File: src/rtl/mips_fetch_pkg.sv
// Shared definitions for the PC fetch stage: FSM state encoding and
// field widths used by the fetch unit and its next-PC selector.
package mips_fetch_pkg;

  // Fetch sequencing states.
  typedef enum logic [1:0] {
    ST_IDLE = 2'd0,
    ST_RUN  = 2'd1,
    ST_HALT = 2'd2
  } fetch_state_e;

  // Default width of the program counter and all address arithmetic.
  localparam int unsigned PC_WIDTH_DEFAULT = 32;

  // Instruction field widths feeding the next-PC logic.
  localparam int unsigned BRANCH_OFF_W = 16;
  localparam int unsigned JUMP_TGT_W   = 26;

endpackage : mips_fetch_pkg

File: src/rtl/next_pc_sel.sv
// Combinational next-PC selector. Priority is stall > jump > branch >
// sequential. Addresses are word indices, so the sequential step is +1
// and branch offsets are applied in instructions relative to PC+1.
module next_pc_sel
  import mips_fetch_pkg::*;
#(
  parameter int unsigned PC_WIDTH = PC_WIDTH_DEFAULT
) (
  input  logic [PC_WIDTH-1:0]     pc,
  input  logic                    stall,
  input  logic                    jump,
  input  logic                    branch_taken,
  input  logic [BRANCH_OFF_W-1:0] branch_offset,
  input  logic [JUMP_TGT_W-1:0]   jump_target,
  output logic [PC_WIDTH-1:0]     next_pc,
  output logic                    advance,
  output logic                    redirect
);

  logic [PC_WIDTH-1:0] pc_plus1;
  logic [PC_WIDTH-1:0] offset_ext;
  logic [PC_WIDTH-1:0] branch_pc;
  logic [PC_WIDTH-1:0] jump_pc;

  // Sequential successor; wraps modulo 2^PC_WIDTH.
  assign pc_plus1 = pc + PC_WIDTH'(1);

  // Sign-extend the branch offset up to the PC width (or truncate it
  // when the PC is narrower than the offset field).
  generate
    if (PC_WIDTH > BRANCH_OFF_W) begin : g_off_ext
      assign offset_ext = {{(PC_WIDTH - BRANCH_OFF_W){branch_offset[BRANCH_OFF_W-1]}},
                           branch_offset};
    end else begin : g_off_trunc
      assign offset_ext = branch_offset[PC_WIDTH-1:0];
    end
  endgenerate

  // Branch target is relative to PC+1; overflow simply wraps.
  assign branch_pc = pc_plus1 + offset_ext;

  // Jump keeps the upper bits of PC+1 and replaces the low field with
  // the jump target, MIPS-style region addressing.
  generate
    if (PC_WIDTH > JUMP_TGT_W) begin : g_jump_region
      assign jump_pc = {pc_plus1[PC_WIDTH-1:JUMP_TGT_W], jump_target};
    end else begin : g_jump_trunc
      assign jump_pc = jump_target[PC_WIDTH-1:0];
    end
  endgenerate

  // Priority mux: a stall freezes the PC, and jump beats branch.
  always_comb begin
    next_pc  = pc_plus1;
    advance  = 1'b1;
    redirect = 1'b0;
    if (stall) begin
      next_pc = pc;
      advance = 1'b0;
    end else if (jump) begin
      next_pc  = jump_pc;
      redirect = 1'b1;
    end else if (branch_taken) begin
      next_pc  = branch_pc;
      redirect = 1'b1;
    end
  end

endmodule : next_pc_sel

File: src/rtl/pc_fetch_unit.sv
// Program-counter stage feeding instruction memory. Owns the PC register,
// the fetch counter and the IDLE/RUN/HALT sequencer. Every output is a
// flop, so a redirect presented in cycle N is visible in cycle N+1.
module pc_fetch_unit
  import mips_fetch_pkg::*;
#(
  parameter int unsigned PC_WIDTH  = PC_WIDTH_DEFAULT,
  parameter int unsigned RESET_PC  = 0,
  parameter int unsigned LAST_ADDR = 1
) (
  input  logic                    clk,
  input  logic                    reset,
  input  logic                    start,
  input  logic                    stall,
  input  logic                    branch_taken,
  input  logic [BRANCH_OFF_W-1:0] branch_offset,
  input  logic                    jump,
  input  logic [JUMP_TGT_W-1:0]   jump_target,
  output logic [PC_WIDTH-1:0]     program_counter,
  output logic                    pc_valid,
  output logic                    halted,
  output logic [31:0]             fetch_count
);

  localparam logic [PC_WIDTH-1:0] RESET_PC_V  = PC_WIDTH'(RESET_PC);
  localparam logic [PC_WIDTH-1:0] LAST_ADDR_V = PC_WIDTH'(LAST_ADDR);

  fetch_state_e        state_reg, state_next;
  logic [PC_WIDTH-1:0] pc_reg, pc_next;
  logic [31:0]         count_reg, count_next;
  logic                pc_valid_reg, pc_valid_next;
  logic                halted_reg, halted_next;

  logic [PC_WIDTH-1:0] sel_next_pc;
  logic                sel_advance;
  logic                sel_redirect;

  next_pc_sel #(
    .PC_WIDTH (PC_WIDTH)
  ) u_next_pc_sel (
    .pc            (pc_reg),
    .stall         (stall),
    .jump          (jump),
    .branch_taken  (branch_taken),
    .branch_offset (branch_offset),
    .jump_target   (jump_target),
    .next_pc       (sel_next_pc),
    .advance       (sel_advance),
    .redirect      (sel_redirect)
  );

  // Next-state, next-PC and counter decisions for the fetch sequencer.
  always_comb begin
    state_next = state_reg;
    pc_next    = pc_reg;
    count_next = count_reg;
    case (state_reg)
      ST_IDLE: begin
        // Redirect and stall inputs are meaningless before fetch starts.
        if (start) begin
          state_next = ST_RUN;
        end
      end
      ST_RUN: begin
        if (sel_advance) begin
          // The final instruction is still a fetch, so it is counted.
          count_next = count_reg + 32'd1;
          if (!sel_redirect && (pc_reg == LAST_ADDR_V)) begin
            state_next = ST_HALT;
          end else begin
            pc_next = sel_next_pc;
          end
        end
      end
      ST_HALT: begin
        // Frozen until reset.
      end
      default: begin
        state_next = ST_IDLE;
        pc_next    = RESET_PC_V;
      end
    endcase
    // Status flags are registered copies of the state being entered.
    pc_valid_next = (state_next == ST_RUN);
    halted_next   = (state_next == ST_HALT);
  end

  // State and output registers; reset overrides everything.
  always_ff @(posedge clk) begin
    if (reset) begin
      state_reg    <= ST_IDLE;
      pc_reg       <= RESET_PC_V;
      count_reg    <= 32'd0;
      pc_valid_reg <= 1'b0;
      halted_reg   <= 1'b0;
    end else begin
      state_reg    <= state_next;
      pc_reg       <= pc_next;
      count_reg    <= count_next;
      pc_valid_reg <= pc_valid_next;
      halted_reg   <= halted_next;
    end
  end

  assign program_counter = pc_reg;
  assign pc_valid        = pc_valid_reg;
  assign halted          = halted_reg;
  assign fetch_count     = count_reg;

  // A halted unit never presents a fetchable address.
  a_valid_halt_exclusive : assert property (@(posedge clk) !(pc_valid_reg && halted_reg));

  // A stall in RUN must leave the PC untouched on the next cycle.
  a_stall_holds_pc : assert property (@(posedge clk)
    (!reset && state_reg == ST_RUN && stall) |=> (pc_reg == $past(pc_reg)));

endmodule : pc_fetch_unit

File: config.mk
export PLATFORM = sky130hd
export DESIGN_NAME = pc_fetch_unit
export DESIGN_NICKNAME = d
export VERILOG_FILES = /design/src/rtl/mips_fetch_pkg.sv /design/src/rtl/next_pc_sel.sv /design/src/rtl/pc_fetch_unit.sv
export SDC_FILE = /design/constraint.sdc
export NUM_CORES = 1
export LEC_CHECK = 0
export ABC_AREA = 1
export BUFFER_PORTS_ARGS = -buffer_cell sky130_fd_sc_hd__buf_2
export CAP_MARGIN = 20
export CORE_MARGIN = 8
export CORE_UTILIZATION = 45
export DETAILED_ROUTE_END_ITERATION = 6
export HOLD_SLACK_MARGIN = 0.15
export PLACE_DENSITY_LB_ADDON = 0.2
export SLEW_MARGIN = 40
export SYNTH_ARGS = -nofsm -noshare
export SYNTH_HDL_FRONTEND = slang
export SYNTH_SLANG_ARGS = --single-unit
File: constraint.sdc
create_clock -name clk -period 3.2 [get_ports clk]
set_input_delay 0 -clock clk [delete_from_list [all_inputs] [get_ports clk]]
set_output_delay 0 -clock clk [all_outputs]
set_load 0.01 [all_outputs]
Word-level counts from Yosys, hierarchy flattened
Index checks and enable logic that the tools add are counted.

Add/subtract/negate cells: 3. Equal/unequal tests: 7. Multiplexer cells: 12. Bitwise logic cells: 2. Reductions and logical operators: 6.

Operator list (count): 32-bit 2-to-1 mux (4); 32-bit by 1-bit adder with 32-bit output (second input constant) (2); 32-bit case mux with 2 select lines (1); 32-bit adder (1); 32-bit by 1-bit == test with 1-bit output (second input constant) (1); 2-bit 2-to-1 mux (3); 2-bit case mux with 3 select lines (1); 2-bit by 1-bit == test with 1-bit output (second input constant) (2); 2-bit == test (second input constant) (2); 2-bit inequality test (second input constant) (2); 1-bit 2-to-1 mux (3); 3-bit AND reduction (1); 2-bit logical NOT (1); 1-bit NOT (2); 2-bit AND reduction (1); 2-bit OR reduction (1); 1-bit logical AND (1); 1-bit logical NOT (1).

Register bits: 68. Input bits: 48. Output and inout bits: 66. Word-level logic and storage cells: 35.

Logic depth before layout (Yosys ltp)
Gate-level depths: netlist of run 1.

Word-level depth: 9. Gate-level depth with buffers: 26. Gate-level depth less buffers: 26.

Cells and area by module
From an unflattened synthesis of run 1, not the netlist that was laid out.

Cell total of the unflattened synthesis: 1316. Area total of the unflattened synthesis: 7392.1 µm².

By module, submodules not included: next_pc_sel (times used 1, cells an instance 859, area each 4174.0 µm², sequential area each 0.0 µm²); pc_fetch_unit (times used 1, cells an instance 457, area each 3218.1 µm², sequential area each 1361.3 µm²).

Worst setup path after synthesis of run 1
OpenSTA, ideal clock, no wires.

Kind: register to register. From: reg pc_reg[0], in the netlist program_counter[0]. To: reg pc_reg[31], in the netlist program_counter[31]. Setup time: 0.070 ns. Arrival time: 2.819 ns. Data required time: 3.130 ns. Path slack: 0.310 ns. Stages on the path, launching flop included: 21. Buffers on the path: 1. Period minus slack after synthesis: 2.890 ns. Path through: dfxtp_1 ha_1 nand2_1 nor2_1 nand2_1 nor2_2 nand4_1 nand2_1 inv_1 ha_1 clkbuf_1 nand2_1 nor2_1 nand2_1 nor2_1 nand2_1 nand2_1 nand2_1 nand3_1 nand2_1 a21oi_1.

Longest elaborated chain between the ends: 7. Elaborated cells on any way between the ends: 11. Those cells by class: add/sub (2); eq/ne (2); mux (5); reduce/logical (2).

Ends and longest elaborated chain: start: declaration (RTL line pc_fetch_unit.sv:29) `logic [PC_WIDTH-1:0] pc_reg, pc_next;`; start signal: assignment (RTL line pc_fetch_unit.sv:98) `pc_reg <= pc_next;`; 32-bit by 1-bit adder with 32-bit output (RTL line next_pc_sel.sv:26) `assign pc_plus1 = pc + PC_WIDTH'(1);`; 32-bit adder (RTL line next_pc_sel.sv:40) `assign branch_pc = pc_plus1 + offset_ext;`; 32-bit 2-to-1 mux (RTL line next_pc_sel.sv:63) `end else if (branch_taken) begin`; 32-bit 2-to-1 mux (RTL line next_pc_sel.sv:60) `end else if (jump) begin`; 32-bit 2-to-1 mux (RTL line pc_fetch_unit.sv:68) `if (!sel_redirect && (pc_reg == LAST_ADDR_V)) begin`; 32-bit 2-to-1 mux (RTL line pc_fetch_unit.sv:65) `if (sel_advance) begin`; 32-bit case mux with 2 select lines (RTL line pc_fetch_unit.sv:57) `case (state_reg)`.

Parallel ways exist; a longest one is shown, timed or not. The select of a mux whose other input is x is not followed. A chain may end at the register's enable or synchronous reset.

Worst setup path after layout of run 1
From: reg pc_reg[10], in the netlist program_counter[10]. To: reg pc_reg[26], in the netlist program_counter[26].

Same word-level chain as after synthesis.

==> results.toml, run 1 <==
[status]
status = "complete, no violations"

[detailed_routing]
totalWireLength_um = 25900
highest_layer = "met4"
route.vias.total = 8345
met2WireLength_um = 11600
wl_per_cell_um = 16.2
ant_nets = 0
drt_iter0_markers = 699
first_pass_iters = 5
dr_wl_met3_um = 2020
route.detailed.drc = 0
vias_per_cell = 5.22
met1_length_um = 11600

[critical_path]
crit_end = "program_counter[26]"
crit_fanout = 5
cp-start-kind = "flop"
r2r_slack_ps = 160
setup.worst_path.start = "program_counter[10]"
crit_path_end_kind = "flop"
cp.arrival_ps = 3310
criticalPathCategory = "flop to flop"
r2r_end = "program_counter[26]"
cp.required_ps = 3460
r2r_start = "program_counter[10]"
reg2reg_depth = 19

[timing]
fin_ws_ps = 155
fmax_mhz = 328
hold_slack_ps = 135
slew_headroom_pct = 48.1
finalHoldViolCount = 0
period_needed_ps = 3040
worst_clock_skew_ps = 6.71
fin_crit_sh_pct = 95.1
worst_pin_slew_ps = 774
slew_viol_final = 0
setup_viol = 0
setup-tns-final_ps = 0
grt_setup_unrepaired = "true"

[pwr]
p_clk_share_pct = 37.0
sw_frac_of_total_pct = 34.8
p_comb_share_pct = 28.2
finalPower_mw = 2.60
p_leak_nw = 4.44
power.switching_uw = 904
intPower_mw = 1.69
peakVddDrop_mv = 0.287
power_density_nw_per_um2 = 300
pwr-share-seq_pct = 34.8

[run]
drv_cap = 0

[clock_network]
htreeDepth = 3
cts.clk_slew.worst_paths_ps = 60
cts_buffers = 9
clk_latency_ps = 340
cts_buffer_depth = 2
cts_tree = "yes"
root_buffer = "clkbuf_16"
cts.sinks = 68

[synthesis]
mappedNetlistArea_um2 = 6900
synth_area_per_cell_um2 = 5.60
yosys.area.top_type = "dfxtp_1"
synthTopCellsByArea = "dfxtp_1, nand2_1, inv_1"
ys.flop_type = "dfxtp_1"
synth_seq_cells = 68
synth_cell_types = 45
synth_enable_flop_cells = 0
yosysSeqAreaShare_pct = 19.7
ys_async_sr_fraction_pct = 0
yosysWarnings = 0
synth_top_area_share_pct = 19.7
yosysMostFrequentCell = "nand2_1"
netlist_instances = 1232
synthTopCellsByCount = "nand2_1, inv_1, nor2_1"
synthesis.nets = 1321

[grt]
grt_usage_pct = 25.8
grt_max_degree = 44
antenna_found_initial = 0
grt_pass1_vias = 7757
overflow = 0
grt_pass1_wl_um = 40600

[floorplanning]
rows = 45
dieHeight_um = 140
pin_count = 114
die-area_um2 = 19600
die_x_um = 140
initial_core_util_pct = 45.7
core_area_um2 = 15100

[placed_design]
dp_cells = 1560
placed_cell_area_um2 = 7970
place_ws_ps = 25.6
hpwl_um = 20300
place_congestion = 0.967
io_buffer_count = 113

[layout]
diodes = 0
drive_gt1_share_pct = 18.7
area_delta_synth_final_pct = 25.5
layout.nets = 1494
final_area_um2 = 8660
final_cells = 1598
post-route-util_pct = 57.4

[min_path]
min_path_type = "input port to flop"
worst min path at each step:
stage                        start                  to  slack, ps  cells past startpoint
CTS                 jump_target[2]  program_counter[2]        150                      5
finish              jump_target[2]  program_counter[2]        130                      5
global route        jump_target[0]  program_counter[0]        210                      5
detailed placement           start        state_reg[0]        320                      3
global placement             start        state_reg[0]        320                      3
floorplan                    stall     fetch_count[28]        180                      3
area by class of cell:
cell class,instances,area [um2]
fillers,1584,6430
clock buffers,11,243
repair buffers,182,1130
clock inverters,5,36.3
multi-input cells,938,4870
flip-flops and latches,68,1370
well taps,188,235
inverters,206,773
routing by layer:
layer | global-route usage, % | vias to the layer above
met2 | 41.8 | 335
met4 | 7.54 | 0
met1 | 33.8 | 3704
li1 | - | 4271
met3 | 5.47 | 35
met5 | 0 | -
worst max-delay path: stages, from the launching register on:
cell and delay, ps:
dfxtp_1 330, buf_4 150, nand2_1 100, nor2_2 160, nand2_1 130, nor2_2 200
xnor2_1 200, inv_1 110, ha_1 340, nand2_1 110, nor2_1 150, buf_4 140
nand2_1 70, nor3_1 160, nand2_1 100, nand3_1 90, nand3_1 110, nand2_1 90
nand2_1 60, a21oi_1 160
cell usage in the layout (no fill, tap or decap), types with 4 or more instances in the layout:
cell | netlist | routed
a31oi_1 | 4 | 4
ha_1 | 40 | 33
nor2_1 | 173 | 154
dfxtp_1 | 68 | 61
inv_1 | 203 | 200
dfxtp_2 | 0 | 7
nor3_2 | 3 | 10
nand4_1 | 19 | 19
nand2_1 | 351 | 345
inv_2 | 3 | 5
dlygate4sd3_1 | 0 | 20
a21oi_1 | 79 | 77
buf_2 | 1 | 113
o21ai_0 | 33 | 31
ha_4 | 0 | 4
nor2_2 | 3 | 20
o21ai_1 | 9 | 11
buf_4 | 3 | 49
o22ai_1 | 4 | 4
clkbuf_16 | 0 | 9
xnor2_1 | 6 | 6
nor2_4 | 2 | 4
nand3_1 | 107 | 106
o21bai_1 | 7 | 7
or2_2 | 12 | 12
xor2_1 | 24 | 22
nor3_1 | 33 | 26
nand2_2 | 2 | 8
power by group through the flow:
| stage | Clock, mW | Sequential [mW] | Combinational, mW |
|---|---|---|---|
| floorplan | 0 | 0.929 | 0.421 |
| CTS | 0.970 | 0.901 | 0.699 |
| global route | 1.00 | 0.906 | 0.810 |
| global placement | 0 | 0.919 | 0.674 |
| finish | 0.962 | 0.903 | 0.731 |
| detailed placement | 0 | 0.920 | 0.676 |
timing repair:
item,4_1_cts,5_1_grt
hold buffers,20,0
endpoints found under the hold margin,25,0
pin swaps,0,4
gates resized for setup,1,55
setup buffers,0,2
setup endpoints to repair,1,22
cell families after synthesis:
| kind of cell | Yosys count | synth area share, % |
|---|---|---|
| buf+inv | 226 | 12.5 |
| xor+xnor | 30 | 3.81 |
| fa+ha+maj | 41 | 7.54 |
| flops | 68 | 19.7 |
| compound gates | 147 | 11.7 |
| simple gates | 720 | 44.7 |
Power figures use the tool's default switching activity.
==> run 2: changes to the inputs <==
Settings changed: GPL_TIMING_DRIVEN set to 0.
==> results.toml, run 2 (same netlist as run 1, synthesis figures left out) <==
[grt]
overflow = 0
grt_usage_pct = 25.5
grt_pass1_wl_um = 39800
grt_max_degree = 23
antenna_found_initial = 0
grt_pass1_vias = 7623

[timing]
slew_viol_final = 0
setup-tns-final_ps = 0
finalHoldViolCount = 0
fmax_mhz = 322
worst_pin_slew_ps = 830
fin_crit_sh_pct = 97.1
fin_ws_ps = 91.6
worst_clock_skew_ps = 5.67
period_needed_ps = 3110
grt_setup_unrepaired = "true"
slew_headroom_pct = 44.4
setup_viol = 0

[pwr]
p_comb_share_pct = 26.0
p_leak_nw = 4.36
peakVddDrop_mv = 0.354
p_clk_share_pct = 40.2
power.switching_uw = 885
power_density_nw_per_um2 = 315
pwr-share-seq_pct = 33.8
sw_frac_of_total_pct = 32.7
intPower_mw = 1.83

[critical_path]
path_common_cell = "nand2_1"
cp.arrival_ps = 3300
criticalPathCategory = "flop to flop"
path_cells = "ha_4 > nand2_2 > nor2_4 > nand2_4 > nor2_4 > buf_4 > nand3_1 > nand2_1 > nand2_1 > inv_1 > ha_2 > a21oi_2 > nand2_1 > a21oi_2 > nor2_1 > nor2_1 > nand2_1 > nand2_1 > nand3_1 > nand2_1 > a21oi_1"
cp.required_ps = 3400
cpPeakStageDelay_ps = 400
cp-start-kind = "flop"
crit_slowest_cell = "dfxtp_4"
crit_path_end_kind = "flop"
crit_fanout = 8

[floorplanning]
die_x_um = 140
dieHeight_um = 140
initial_core_util_pct = 45.7
core_area_um2 = 15100
die-area_um2 = 19600
pin_count = 114
rows = 45

[clock_network]
htreeDepth = 3
cts_tree = "yes"
cts.clk_slew.worst_paths_ps = 60
cts_buffers = 9
clk_latency_ps = 330
cts_buffer_depth = 2
cts.sinks = 68
root_buffer = "clkbuf_16"

[status]
status = "complete, no violations"

[detailed_routing]
route.detailed.drc = 0
drt_iter0_markers = 675
first_pass_iters = 5
route.vias.total = 8403
ant_nets = 0
wl_per_cell_um = 16.3
totalWireLength_um = 25700
vias_per_cell = 5.34

[placed_design]
hpwl_um = 20500
place_ws_ps = -484
place_congestion = 0.986
io_buffer_count = 112

[layout]
layout.nets = 1468
num-fill-cells = 1604
layout_common_cells = "nand2_1, inv_1, nor2_1, buf_2, nand3_1"
area_delta_synth_final_pct = 24.7
drive_gt1_share_pct = 18.6
final_common_cell = "nand2_1"

[run]
drv_cap = 0

[min_path]
min_path_type = "input port to flop"
run 2: power by group through the flow:
stage                     clock network [mW]  logic [mW]  registers, mW
after CTS                               1.11       0.665          0.910
after floorplan                            0       0.421          0.929
after global placement                     0       0.637          0.929
after global routing                    1.14       0.786          0.919
final                                   1.09       0.705          0.916
after detailed placement                   0       0.640          0.928
run 2: path summary, 6_finish.rpt:
kind / slack (ps) / depth (start not counted) / startpoint / to
setup reg to reg: 90 / 21 / program_counter[0] / program_counter[27]
hold / removal: 130 / 5 / jump_target[18] / program_counter[18]
setup / recovery: 90 / 21 / program_counter[0] / program_counter[27]
hold reg to reg: 470 / 2 / fetch_count[7] / fetch_count[7]
run 2: metal layers:
layer,track usage (%),wire (um)
met3,5.64,2260
met2,39.4,11100
met5,0,0
met1,34.6,11600
met4,7.60,697
run 2: final cells by class:
class / instances / area, um2 / share of cell area, %
Antenna cell: 1 / 2.50 / 0.0291
Sequential cell: 68 / 1400 / 16.2
Timing Repair Buffer: 137 / 793 / 9.21
Tap cell: 188 / 235 / 2.73
Clock buffer: 10 / 239 / 2.78
Multi-Input combinational cell: 938 / 5000 / 58.1
Inverter: 206 / 773 / 8.98
Clock inverter: 6 / 86.3 / 1.00
Buffer: 19 / 83.8 / 0.974
run 2: repair_timing:
item                       in CTS  in global routing
hold buffers                   18                  0
pin swaps                       0                 11
hold endpoints to repair       22                  0
buffers inserted                0                  7
setup endpoints to repair      19                 23
resized for setup              16                 90
run 2: worst max-delay path: cells and delay by family, from the launching register on:
kind	cells	cell delay, ps
compound gates	3	390
fa+ha+maj	2	500
buf+inv	2	210
flops	1	400
simple gates	14	1470
run 2: metrics by stage:
stage	hold WS, ps	utilization, %	instances	power, mW	instance area, um2
after global placement	321	51.0	1532	1.57	7700
after detailed placement	327	51.0	1532	1.57	7700
after CTS	153	54.7	1565	2.68	8250
after floorplan	185	-	1232	1.35	6900
after global routing	187	57.0	1572	2.84	8610
final	126	57.1	1573	2.71	8610
